[src/rtl/if_fetch_stage.sv]
// Instruction-fetch stage with the IF/ID pipeline register.
// It holds the PC and issues instruction-memory requests. Fetched words go to
// decode with their PC. Branch/jump redirects from ID flush the wrong-path slot.
// A one-entry buffer keeps a word that arrives while decode is stalled.
//
// state | meaning
// FETCH | request at pc; deliver, redirect or wait on the memory
// DRAIN | redirect taken mid-fetch; wait out the old request, then jump
// HOLD  | fetched word parked in buf while ID is stalled; no request
module if_fetch_stage #(
  parameter logic [31:0] RESET_PC  = 32'h0000_0000,
  parameter logic [31:0] NOP_INSTR = 32'h0000_0013
) (
  input  logic        clk,
  input  logic        rst,
  input  logic        Branch,
  input  logic [31:0] branch_target,
  input  logic        Jump,
  input  logic [31:0] jump_target,
  input  logic        stall,
  output logic        imem_req,
  output logic [31:0] imem_addr,
  input  logic [31:0] imem_rdata,
  input  logic        imem_ready,
  output logic [31:0] if_id_pc,
  output logic [31:0] if_id_instr,
  output logic        if_id_valid
);

  typedef enum logic [1:0] {
    FETCH = 2'd0,
    DRAIN = 2'd1,
    HOLD  = 2'd2
  } state_t;

  state_t      state_q, state_d;
  logic [31:0] pc_q, pc_d;
  logic [31:0] redir_pc_q, redir_pc_d;
  logic [31:0] buf_pc_q, buf_pc_d;
  logic [31:0] buf_instr_q, buf_instr_d;
  logic [31:0] if_id_pc_q, if_id_pc_d;
  logic [31:0] if_id_instr_q, if_id_instr_d;
  logic        if_id_valid_q, if_id_valid_d;

  logic        redirect;
  logic [31:0] target;
  logic [31:0] pc_inc;

  // Redirect is only honoured for a real, unstalled instruction in ID
  always_comb begin
    redirect = (Branch | Jump) & if_id_valid_q & ~stall;
    target   = Branch ? {branch_target[31:2], 2'b00} : {jump_target[31:2], 2'b00};
    pc_inc   = pc_q + 32'd4;
  end

  // Next-state, PC, hold-buffer and IF/ID register update
  always_comb begin
    state_d       = state_q;
    pc_d          = pc_q;
    redir_pc_d    = redir_pc_q;
    buf_pc_d      = buf_pc_q;
    buf_instr_d   = buf_instr_q;
    if_id_pc_d    = if_id_pc_q;
    if_id_instr_d = if_id_instr_q;
    if_id_valid_d = if_id_valid_q;

    unique case (state_q)
      FETCH: begin
        if (redirect) begin
          if_id_valid_d = 1'b0;
          if_id_instr_d = NOP_INSTR;
          if (imem_ready) begin
            pc_d = target;
          end else begin
            // Address must stay put until the outstanding fetch completes
            redir_pc_d = target;
            state_d    = DRAIN;
          end
        end else if (!stall) begin
          if (imem_ready) begin
            if_id_pc_d    = pc_q;
            if_id_instr_d = imem_rdata;
            if_id_valid_d = 1'b1;
            pc_d          = pc_inc;
          end else begin
            if_id_valid_d = 1'b0;
            if_id_instr_d = NOP_INSTR;
          end
        end else if (imem_ready) begin
          buf_pc_d    = pc_q;
          buf_instr_d = imem_rdata;
          pc_d        = pc_inc;
          state_d     = HOLD;
        end
      end
      DRAIN: begin
        if_id_valid_d = 1'b0;
        if_id_instr_d = NOP_INSTR;
        if (imem_ready) begin
          pc_d    = redir_pc_q;
          state_d = FETCH;
        end
      end
      HOLD: begin
        if (!stall) begin
          state_d = FETCH;
          if (redirect) begin
            pc_d          = target;
            if_id_valid_d = 1'b0;
            if_id_instr_d = NOP_INSTR;
          end else begin
            if_id_pc_d    = buf_pc_q;
            if_id_instr_d = buf_instr_q;
            if_id_valid_d = 1'b1;
          end
        end
      end
      default: begin
        state_d = FETCH;
      end
    endcase
  end

  // State registers with synchronous reset
  always_ff @(posedge clk) begin
    if (rst) begin
      state_q       <= FETCH;
      pc_q          <= RESET_PC;
      redir_pc_q    <= 32'h0;
      buf_pc_q      <= 32'h0;
      buf_instr_q   <= 32'h0;
      if_id_pc_q    <= RESET_PC;
      if_id_instr_q <= NOP_INSTR;
      if_id_valid_q <= 1'b0;
    end else begin
      state_q       <= state_d;
      pc_q          <= pc_d;
      redir_pc_q    <= redir_pc_d;
      buf_pc_q      <= buf_pc_d;
      buf_instr_q   <= buf_instr_d;
      if_id_pc_q    <= if_id_pc_d;
      if_id_instr_q <= if_id_instr_d;
      if_id_valid_q <= if_id_valid_d;
    end
  end

  assign imem_req    = ~rst & (state_q != HOLD);
  assign imem_addr   = pc_q;
  assign if_id_pc    = if_id_pc_q;
  assign if_id_instr = if_id_instr_q;
  assign if_id_valid = if_id_valid_q;

endmodule

[config.mk]
export PLATFORM = sky130hd
export DESIGN_NAME = if_fetch_stage
export DESIGN_NICKNAME = d
export VERILOG_FILES = /design/src/rtl/if_fetch_stage.sv
export SDC_FILE = /design/constraint.sdc
export NUM_CORES = 1
export LEC_CHECK = 0
export ABC_AREA = 0
export CAP_MARGIN = 30
export CORE_ASPECT_RATIO = 1.1
export CORE_UTILIZATION = 65
export CTS_CLUSTER_SIZE = 40
export DETAILED_ROUTE_END_ITERATION = 8
export DONT_BUFFER_PORTS = 1
export PLACE_DENSITY = 0.81
export SETUP_SLACK_MARGIN = 0.3
export SLEW_MARGIN = 40
export SYNTH_ARGS = -nofsm -noshare
export SYNTH_HDL_FRONTEND = slang
export SYNTH_SLANG_ARGS = --single-unit
[constraint.sdc]
create_clock -name clk -period 5.1 [get_ports clk]
set_input_delay 1.53 -clock clk [delete_from_list [all_inputs] [get_ports clk]]
set_output_delay 1.53 -clock clk [all_outputs]
set_load 0.1 [all_outputs]
==> flow_summary.yaml, run 1 <==
drt:
  drt_iter0_drc: 728
  wirelength_mm: 23.2
  via_count: 7914
  viasPerCell: 6.35
  postRouteAntennaNets: 0
  drc: 0
  wl_per_cell_um: 18.6
  dr.pass1.iters: 5
synth:
  synth_area_leaders: "dfxtp_1 (41%), mux2i_1 (7.4%), a211oi_1 (7.3%)"
  async_flop_share: 0
  synth_edf_count: 0
  ys.flop_type: "dfxtp_1"
  synth_top_area_cell: "dfxtp_1"
  synth_area_sq_um: 9050
  synth_warnings: 0
  yosysUniqueCellTypes: 70
  synth_seq_cells: 187
  netlist_instances: 1097
  netlist.area_leader.share: 0.414
  seq_area_frac_synth: 0.414
  avgSynthCellArea_sq_um: 8.25
timing:
  worst_pin_slew_ps: 723
  rsz0062_at_grt: "no"
  maxClockFrequency_mhz: 274
  clock_skew_ps: 6.01
  final-setup-viol-count: 0
  layout_min_cycle_time_ps: 3650
  hold_viol: 0
  min_period_over_period: 0.716
  slew_violations: 0
  slew_headroom: 0.517
  finalWorstSetupSlack_ps: 1450
  fin_tns_setup_ps: 0
clocking:
  cts_tree: "built"
  ctsResizeCount: 0
  cts_setup_buffers: 0
  cts_buffers: 17
  cts-root-buf: "clkbuf_16"
  clk_pin_slew_worst_paths_ps: 60
  holdBufCountCts: 0
  worst_skew_pair.late_latency_ps: 430
  ctsHtreeMaxLevel: 4
  cts_num_sinks: 187
  clockBufferDepth: 2
global_routing:
  grt_pass1_vias: 7351
  grt_max_degree: 193
  antenna_found_initial: 0
  grt_usage: 0.327
  grt_overflow_total: 0
  grt_pass1_wl_mm: 37.4
finish:
  n_antenna_cell: 0
  area_delta_synth_final_pct: 8.89
  drive_gt1_frac: 0.165
  layout.nets: 1158
setup_path:
  cp_top_family: "buffers and inverters"
  critPathKind: "in2out"
  r2r_end: "imem_addr[24]$_SDFFE_PP0P_"
  critical_path.max_stage_delay_ps: 300
  ff2ff_setup_slack_ps: 1940
  crit_chain: "nor2_2 -> buf_4"
  critPathRequiredTime_ps: 3570
  cp.depth: 2
  critPathLaunch: "rst"
  cp-end-kind: "output pin"
  r2r_cells: 8
  worst-path-buf-inv: 1
  cp_slowest_cell: "buf_4"
  critical_path.endpoint: "imem_req"
  start_kind: "input pin"
  reg2reg_from: "state_q[0]$_SDFFE_PP0P_"
  cp.arrival_ps: 2120
  cp_max_fo: 192
placement:
  dp_hpwl_mm: 15.2
  place_congestion: 0.934
  pre_cts_slack_ps: 1610
  numPortBuffers: 0
power:
  swShare: 0.350
  combPwrFrac: 0.132
  leakagePower_nw: 3.30
  p_sw_w: 0.00136
  vdd_drop_max_mv: 0.290
  cellPowerDensity_nw_per_um2: 393
  power_frac_clock: 0.345
  power.internal_w: 0.00252
  p_seq_frac: 0.522
floorplanning:
  fp.dieH_um: 126
  die-area_sq_um: 14400
  die_w_um: 115
  io_pins: 200
  start_util: 0.677
  core_area_sq_um: 13400
  rows: 44
flow_run:
  cap_violations: 0
hold_path:
  min_path_type: "reg2reg"
run_status:
  status: "completed"
## placed cells by master (no fill, tap or decap), types with 9 or more instances in the layout
master	instances
nor2_1	114
a211oi_1	88
nor3_1	18
clkbuf_16	17
nand2_1	169
o211ai_1	9
inv_1	10
dfxtp_2	82
a22oi_1	31
mux2i_1	66
o21ai_0	24
a21oi_1	89
a221oi_1	10
nand4_1	10
buf_4	33
dfxtp_1	105
nand3_1	24
a31oi_1	9
## layout make-up
type,instances,area (sq um)
clock buffer,22,484
clock inverter,9,111
fill,1093,3520
inverter,12,45.0
multi-input combinational,797,4830
sequential,187,3850
tap,184,230
timing repair buffer,36,307
## through the flow
step                std cells  utilization  instance area (sq um)  hold slack, ps  total power (W)
global route             1247        0.737                   9860             466          0.00402
floorplan                1100            -                   9060             433          0.00245
detailed placement       1214        0.689                   9220             440          0.00256
finish                   1247        0.737                   9860             453          0.00388
global placement         1214        0.680                   9100             434          0.00253
CTS                      1245        0.734                   9820             448          0.00387
## cell families (layout without fill, tap and decap cells)
logic type	after synthesis	count (layout)	synth area share
other	1	4	0.000414
buffers and inverters	116	79	0.0600
AO/OA/AOI/OAI	320	320	0.244
adder cells (fa/ha/maj)	5	5	0.00691
AND/OR/NAND/NOR	387	387	0.186
multiplexers	73	73	0.0815
XOR/XNOR	8	8	0.00774
flip-flops	187	187	0.414
## sequential cells by signal, summed over array words and instances, names as in the netlist
signal,cells
imem_addr,30
buf_instr_q,32
state_q,2
buf_pc_q,30
if_id_valid,1
if_id_instr,32
if_id_pc,30
redir_pc_q,30
## Yosys cell counts, types with 19 or more instances
master    count
dfxtp_1     187
nand2_1     169
nor2_1      116
a21oi_1      89
a211oi_1     88
mux2i_1      67
clkbuf_1     57
a22oi_1      31
buf_2        29
nand3_1      25
o21ai_0      24
nor3_1       19
## power groups by stage
| stage | combinational (W) | clock (W) | sequential [W] |
|---|---|---|---|
| after floorplan | 0.000388 | 0 | 0.00206 |
| after global placement | 0.000493 | 0 | 0.00204 |
| after detailed placement | 0.000501 | 0 | 0.00206 |
| after CTS | 0.000504 | 0.00135 | 0.00203 |
| after global routing | 0.000556 | 0.00142 | 0.00204 |
| final | 0.000513 | 0.00134 | 0.00203 |
## how the worst min path moves through the flow
stage	to	from	slack [ps]	cells after the start
after detailed placement	buf_instr_q[4]$_SDFFE_PP0P_	buf_instr_q[4]$_SDFFE_PP0P_	440	2
final	buf_instr_q[31]$_SDFFE_PP0P_	buf_instr_q[31]$_SDFFE_PP0P_	450	2
after global placement	buf_instr_q[1]$_SDFFE_PP0P_	buf_instr_q[1]$_SDFFE_PP0P_	430	2
after floorplan	buf_instr_q[0]$_SDFFE_PP0P_	buf_instr_q[0]$_SDFFE_PP0P_	430	2
after global routing	buf_pc_q[11]$_SDFFE_PP0P_	buf_pc_q[11]$_SDFFE_PP0P_	470	2
after CTS	buf_instr_q[4]$_SDFFE_PP0P_	buf_instr_q[4]$_SDFFE_PP0P_	450	2
## per-layer routing
metal  part of all wire  global-route usage  vias up  routed length [um]
li1                   -                   -     3863                   -
met1               0.40               0.408     3682                9330
met2               0.48               0.532      322               11200
met3              0.088              0.0823       47                2030
met4              0.029               0.145        0                 671
met5                  0                   0        -                   0
Note: power is estimated with default switching activity, not from simulation.
==> inputs of run 2 (changes only) <==
- CORE_UTILIZATION: 65 -> 58
- PLACE_DENSITY: 0.81 -> 0.76
- clock period: 5.1 -> 2.9 ns (I/O delays scaled with it)
==> run 2 against run 1 <==
Compared with the run above:
- clock skew rose by 3.8 ps
- hold slack got worse by 2.7 ps
- routed wire length rose by 3.4%
- die area rose by 12%
- largest power group unchanged
==> flow_summary.yaml, run 2 (synthesis gave the netlist of run 1 again) <==
setup_path:
  reg2reg_from: "state_q[0]$_SDFFE_PP0P_"
  cp.arrival_ps: 1660
  cp_max_fo: 6
  start_kind: "register"
  critPathRequiredTime_ps: 2030
  cp-end-kind: "output pin"
  ff2ff_setup_slack_ps: 440
  r2r_cells: 8
  critPathKind: "reg2out"
  r2r_end: "imem_addr[11]$_SDFFE_PP0P_"
floorplanning:
  fp.dieH_um: 133
  core_area_sq_um: 15200
  io_pins: 200
  rows: 47
  start_util: 0.597
  die_w_um: 121
  die-area_sq_um: 16100
timing:
  fin_tns_setup_ps: 0
  final-setup-viol-count: 0
  slew_violations: 0
  layout_min_cycle_time_ps: 2530
  clock_skew_ps: 9.81
  slew_headroom: 0.562
  min_period_over_period: 0.871
  rsz0062_at_grt: "no"
  finalWorstSetupSlack_ps: 373
  worst_pin_slew_ps: 643
  hold_viol: 0
  maxClockFrequency_mhz: 396
clocking:
  clk_pin_slew_worst_paths_ps: 60
  clockBufferDepth: 2
  cts-root-buf: "clkbuf_16"
  holdBufCountCts: 0
  cts_setup_buffers: 0
  cts_num_sinks: 187
  ctsHtreeMaxLevel: 4
  cts_tree: "built"
  cts_buffers: 17
  ctsResizeCount: 0
  worst_skew_pair.late_latency_ps: 430
power:
  leakagePower_nw: 3.70
  p_total_w: 0.00681
  vdd_drop_max_mv: 0.415
  cellPowerDensity_nw_per_um2: 657
global_routing:
  grt_usage: 0.297
  grt_pass1_vias: 7455
  grt_pass1_wl_mm: 38.1
  grt_max_degree: 193
  antenna_found_initial: 0
  grt_overflow_total: 0
hold_path:
  min_path_type: "reg2reg"
  hold_end: "buf_instr_q[4]$_SDFFE_PP0P_"
  hold_start: "buf_instr_q[4]$_SDFFE_PP0P_"
  hold_depth: 2
finish:
  drive_gt1_frac: 0.155
  fin_cells: 1346
  n_fill_cell: 1295
  n_antenna_cell: 0
  final_util: 0.684
  layout.nets: 1246
  layout_commonest_cell: "dfxtp_1"
  final_cell_mix: "dfxtp_1 (187), nand2_1 (168), buf_4 (121)"
  area_delta_synth_final_pct: 14.6
drt:
  wl_per_cell_um: 17.8
  postRouteAntennaNets: 0
  drt_iter0_drc: 729
  drc: 0
  dr.pass1.iters: 6
  viasPerCell: 6.06
  wirelength_mm: 24.0
  via_count: 8159
placement:
  pre_cts_slack_ps: 334
  dp.cells: 1316
  place_congestion: 0.938
  dp_hpwl_mm: 16.1
  numPortBuffers: 0
flow_run:
  cap_violations: 0
run_status:
  status: "completed"
run 2: changes by cell type in the layout (fill, tap and decap cells not counted), moves of 2 or more:
cell / before / now
buf_4: 33 / 121
dfxtp_1: 105 / 187
buf_12: 1 / 3
dfxtp_2: 82 / 0
clkbuf_8: 4 / 2
clkinvlp_4: 2 / 4
run 2: worst max-delay path: stages, from the launching register on:
cell and delay (ps):
dfxtp_1 460, inv_1 100, ha_2 280, nor2_4 90, buf_4 300
run 2: stage by stage:
stage	instance area, sq um	hold WS [ps]
global route	10400	461
floorplan	9070	433
detailed placement	9820	438
finish	10400	451
global placement	9820	435
CTS	10400	447
run 2: final cells by class:
cell class                      instances  area, sq um  share of cell area
Multi-Input combinational cell        797         4820               0.465
Sequential cell                       187         3740               0.361
Timing Repair Buffer                  124          968              0.0934
Clock buffer                           21          460              0.0444
Tap cell                              196          245              0.0236
Clock inverter                          9         91.3             0.00881
Inverter                               12         45.0             0.00434
run 2: metal layers:
metal,global-route usage,wire length (um),vias to the layer above
met1,0.363,9770,3783
li1,-,-,4032
met2,0.491,11600,310
met3,0.0862,2090,34
met4,0.109,578,0
met5,0,0,-
run 2: worst max-delay path by stage:
stage / from / to / slack, ps / cells after the start
5_1_grt: state_q[0]$_SDFFE_PP0P_ / imem_addr[11]$_SDFFE_PP0P_ / 300 / 8
4_1_cts: state_q[0]$_SDFFE_PP0P_ / imem_req / 370 / 4
3_5_place_dp: Branch / if_id_instr[20]$_SDFFE_PP0P_ / 330 / 5
6_report: state_q[0]$_SDFFE_PP0P_ / imem_req / 370 / 4
3_3_place_gp: Branch / if_id_instr[28]$_SDFFE_PP0P_ / 390 / 5
2_1_floorplan: rst / imem_req / 300 / 3
run 2: where the power goes:
| part | internal, W | leakage (nW) | switching, W | total [W] |
|---|---|---|---|---|
| logic | 0.000442 | 1.92 | 0.00135 | 0.00179 |
| registers | 0.00272 | 1.53 | 0.0000714 | 0.00279 |
| clock network | 0.00123 | 0.258 | 0.00100 | 0.00223 |
| total | 0.00439 | 3.70 | 0.00242 | 0.00681 |
==> inputs of run 3 (changes only) <==
--- a/config.mk
+++ b/config.mk
@@ -9,9 +9,9 @@
 export CAP_MARGIN = 30
 export CORE_ASPECT_RATIO = 1.1
-export CORE_UTILIZATION = 58
+export CORE_UTILIZATION = 30
 export CTS_CLUSTER_SIZE = 40
 export DETAILED_ROUTE_END_ITERATION = 8
 export DONT_BUFFER_PORTS = 1
-export PLACE_DENSITY = 0.76
+export REMOVE_ABC_BUFFERS = 1
 export SETUP_SLACK_MARGIN = 0.3
 export SLEW_MARGIN = 40
==> constraint.sdc (replaced) <==
create_clock -name clk -period 2.9 [get_ports clk]
set_input_delay 0.29 -clock clk [delete_from_list [all_inputs] [get_ports clk]]
set_output_delay 0.29 -clock clk [all_outputs]
set_load 0.1 [all_outputs]
==> run 3 against run 2 <==
Compared with the run above:
- first-iteration DRC count decreased by 27%
- largest power group unchanged
- register-to-register slack improved by 20 ps
- hold slack lost 380 ps
- via count up 0.64%
- critical endpoint is now if_id_instr[26]$_SDFFE_PP0P_
- utilization down 31 points
- clock power about the same
- cell area increased by 6.6%
- die area grew 92%
- sequential power up 9.0%
- sequential cell count stayed put
- cell count up 15%
- sequential share of layout area down 1.9 points
==> flow_summary.yaml, run 3 (synthesis gave the netlist of run 1 again) <==
run_status:
  status: "completed"
timing:
  rsz0062_at_grt: "no"
  min_period_over_period: 0.840
  slew_violations: 0
  clock_skew_ps: 16.9
  hold_viol: 0
  maxClockFrequency_mhz: 410
  slew_headroom: 0.526
  final-setup-viol-count: 0
  layout_min_cycle_time_ps: 2440
  worst_pin_slew_ps: 710
setup_path:
  worst-path-buf-inv: 4
  cp-end-kind: "register"
  start_kind: "register"
  cp_max_fo: 30
  critPathRequiredTime_ps: 3250
  cp.arrival_ps: 2780
  cp_slowest_cell: "ha_1"
  critPathKind: "reg2reg"
  cp_top_family: "buffers and inverters"
  crit_chain: "inv_1 -> ha_1 -> inv_1 -> buf_4 -> nor2_2 -> buf_4 -> a22oi_1 -> a211oi_1"
  critical_path.max_stage_delay_ps: 590
clocking:
  worst_skew_pair.late_latency_ps: 450
  ctsHtreeMaxLevel: 4
  cts_tree: "built"
  clockBufferDepth: 2
  clk_pin_slew_worst_paths_ps: 70
  cts-root-buf: "clkbuf_16"
  cts_num_sinks: 187
  cts_buffers: 17
finish:
  drive_gt1_frac: 0.149
  layout.nets: 1272
  fin_cells: 1552
  layout_commonest_cell: "nand2_1"
  final_cell_mix: "nand2_1 (168), dfxtp_1 (154), nor2_1 (114)"
  area_delta_synth_final_pct: 22.1
  n_antenna_cell: 0
  final_util: 0.373
drt:
  via_count: 8211
  drt_iter0_drc: 534
  postRouteAntennaNets: 0
  viasPerCell: 5.29
  dr.pass1.iters: 4
  wl_per_cell_um: 17.7
  wirelength_mm: 27.5
  drc: 0
global_routing:
  grt_usage: 0.173
  grt_pass1_vias: 7447
  grt_pass1_wl_mm: 41.9
  antenna_found_initial: 0
  grt_max_degree: 122
  grt_overflow_total: 0
floorplanning:
  die-area_sq_um: 30900
  io_pins: 200
  die_w_um: 168
  fp.dieH_um: 184
  start_util: 0.305
  rows: 66
  core_area_sq_um: 29600
power:
  p_seq_frac: 0.443
  vdd_drop_max_mv: 0.383
  power.internal_w: 0.00430
  leakagePower_nw: 3.95
  cellPowerDensity_nw_per_um2: 622
  combPwrFrac: 0.235
  p_sw_w: 0.00257
  p_total_w: 0.00687
  power_frac_clock: 0.323
  swShare: 0.374
hold_path:
  min_path_type: "in2reg"
placement:
  place_congestion: 0.863
  dp_hpwl_mm: 17.3
  numPortBuffers: 0
  dp.cells: 1452
flow_run:
  cap_violations: 0
## run 3: worst reg2reg max path: cells and delay by family (launching register included)
| kind | cells | cell delay (ps) |
|---|---|---|
| compound gates | 2 | 430 |
| fa+ha+maj | 1 | 590 |
| buf+inv | 4 | 810 |
| flops | 1 | 410 |
| simple gates | 1 | 110 |
## run 3: what timing repair did
item                                    4_1_cts  5_1_grt
hold buffers                                 66        0
endpoints found under the hold margin       180        0
pin swaps                                     0        1
gates cloned                                  0        1
endpoints found under the setup margin        1       90
resized for setup                             1        6
setup buffers                                 0        1
## run 3: path summary, 6_finish.rpt
path	startpoint	to	slack, ps	cells after the start
worst min-delay path	rst	imem_addr[28]$_SDFFE_PP0P_	80	2
worst max-delay path	state_q[0]$_SDFFE_PP0P_	if_id_instr[26]$_SDFFE_PP0P_	460	8
worst min register to register	buf_instr_q[1]$_SDFFE_PP0P_	buf_instr_q[1]$_SDFFE_PP0P_	450	2
worst max register to register	state_q[0]$_SDFFE_PP0P_	if_id_instr[26]$_SDFFE_PP0P_	460	8
## run 3: layer usage
metal	global-route usage	wire (um)	part of all wire	up-vias
met5	0	0	0	-
met4	0.0594	562	0.020	0
met3	0.0352	1440	0.052	38
met2	0.283	12700	0.46	247
met1	0.226	12800	0.47	3843
li1	-	-	-	4083
## run 3: area by class of cell
cell class	instances	area (sq um)
fill	2985	18600
multi-input combinational	797	4830
sequential	187	3780
timing repair buffer	150	1380
tap	374	468
clock buffer	19	433
clock inverter	13	111
inverter	12	45.0
## run 3: power by group through the flow
| stage | Sequential [W] | Clock, W | Combinational [W] |
|---|---|---|---|
| floorplan | 0.00363 | 0 | 0.000588 |
| global placement | 0.00309 | 0 | 0.00149 |
| detailed placement | 0.00310 | 0 | 0.00150 |
| CTS | 0.00304 | 0.00228 | 0.00160 |
| global route | 0.00306 | 0.00240 | 0.00172 |
| finish | 0.00304 | 0.00222 | 0.00161 |
## run 3: per-stage QoR
| stage | area, sq um | hold WS (ps) | setup WS [ps] | setup TNS [ps] |
|---|---|---|---|---|
| floorplan | 8570 | 355 | -1310 | -93990 |
| global placement | 9730 | 374 | 446 | 0 |
| detailed placement | 9770 | 377 | 419 | 0 |
| CTS | 11000 | 12.2 | 390 | 0 |
| global route | 11100 | 25.9 | 310 | 0 |
| finish | 11100 | 75.4 | 464 | 0 |
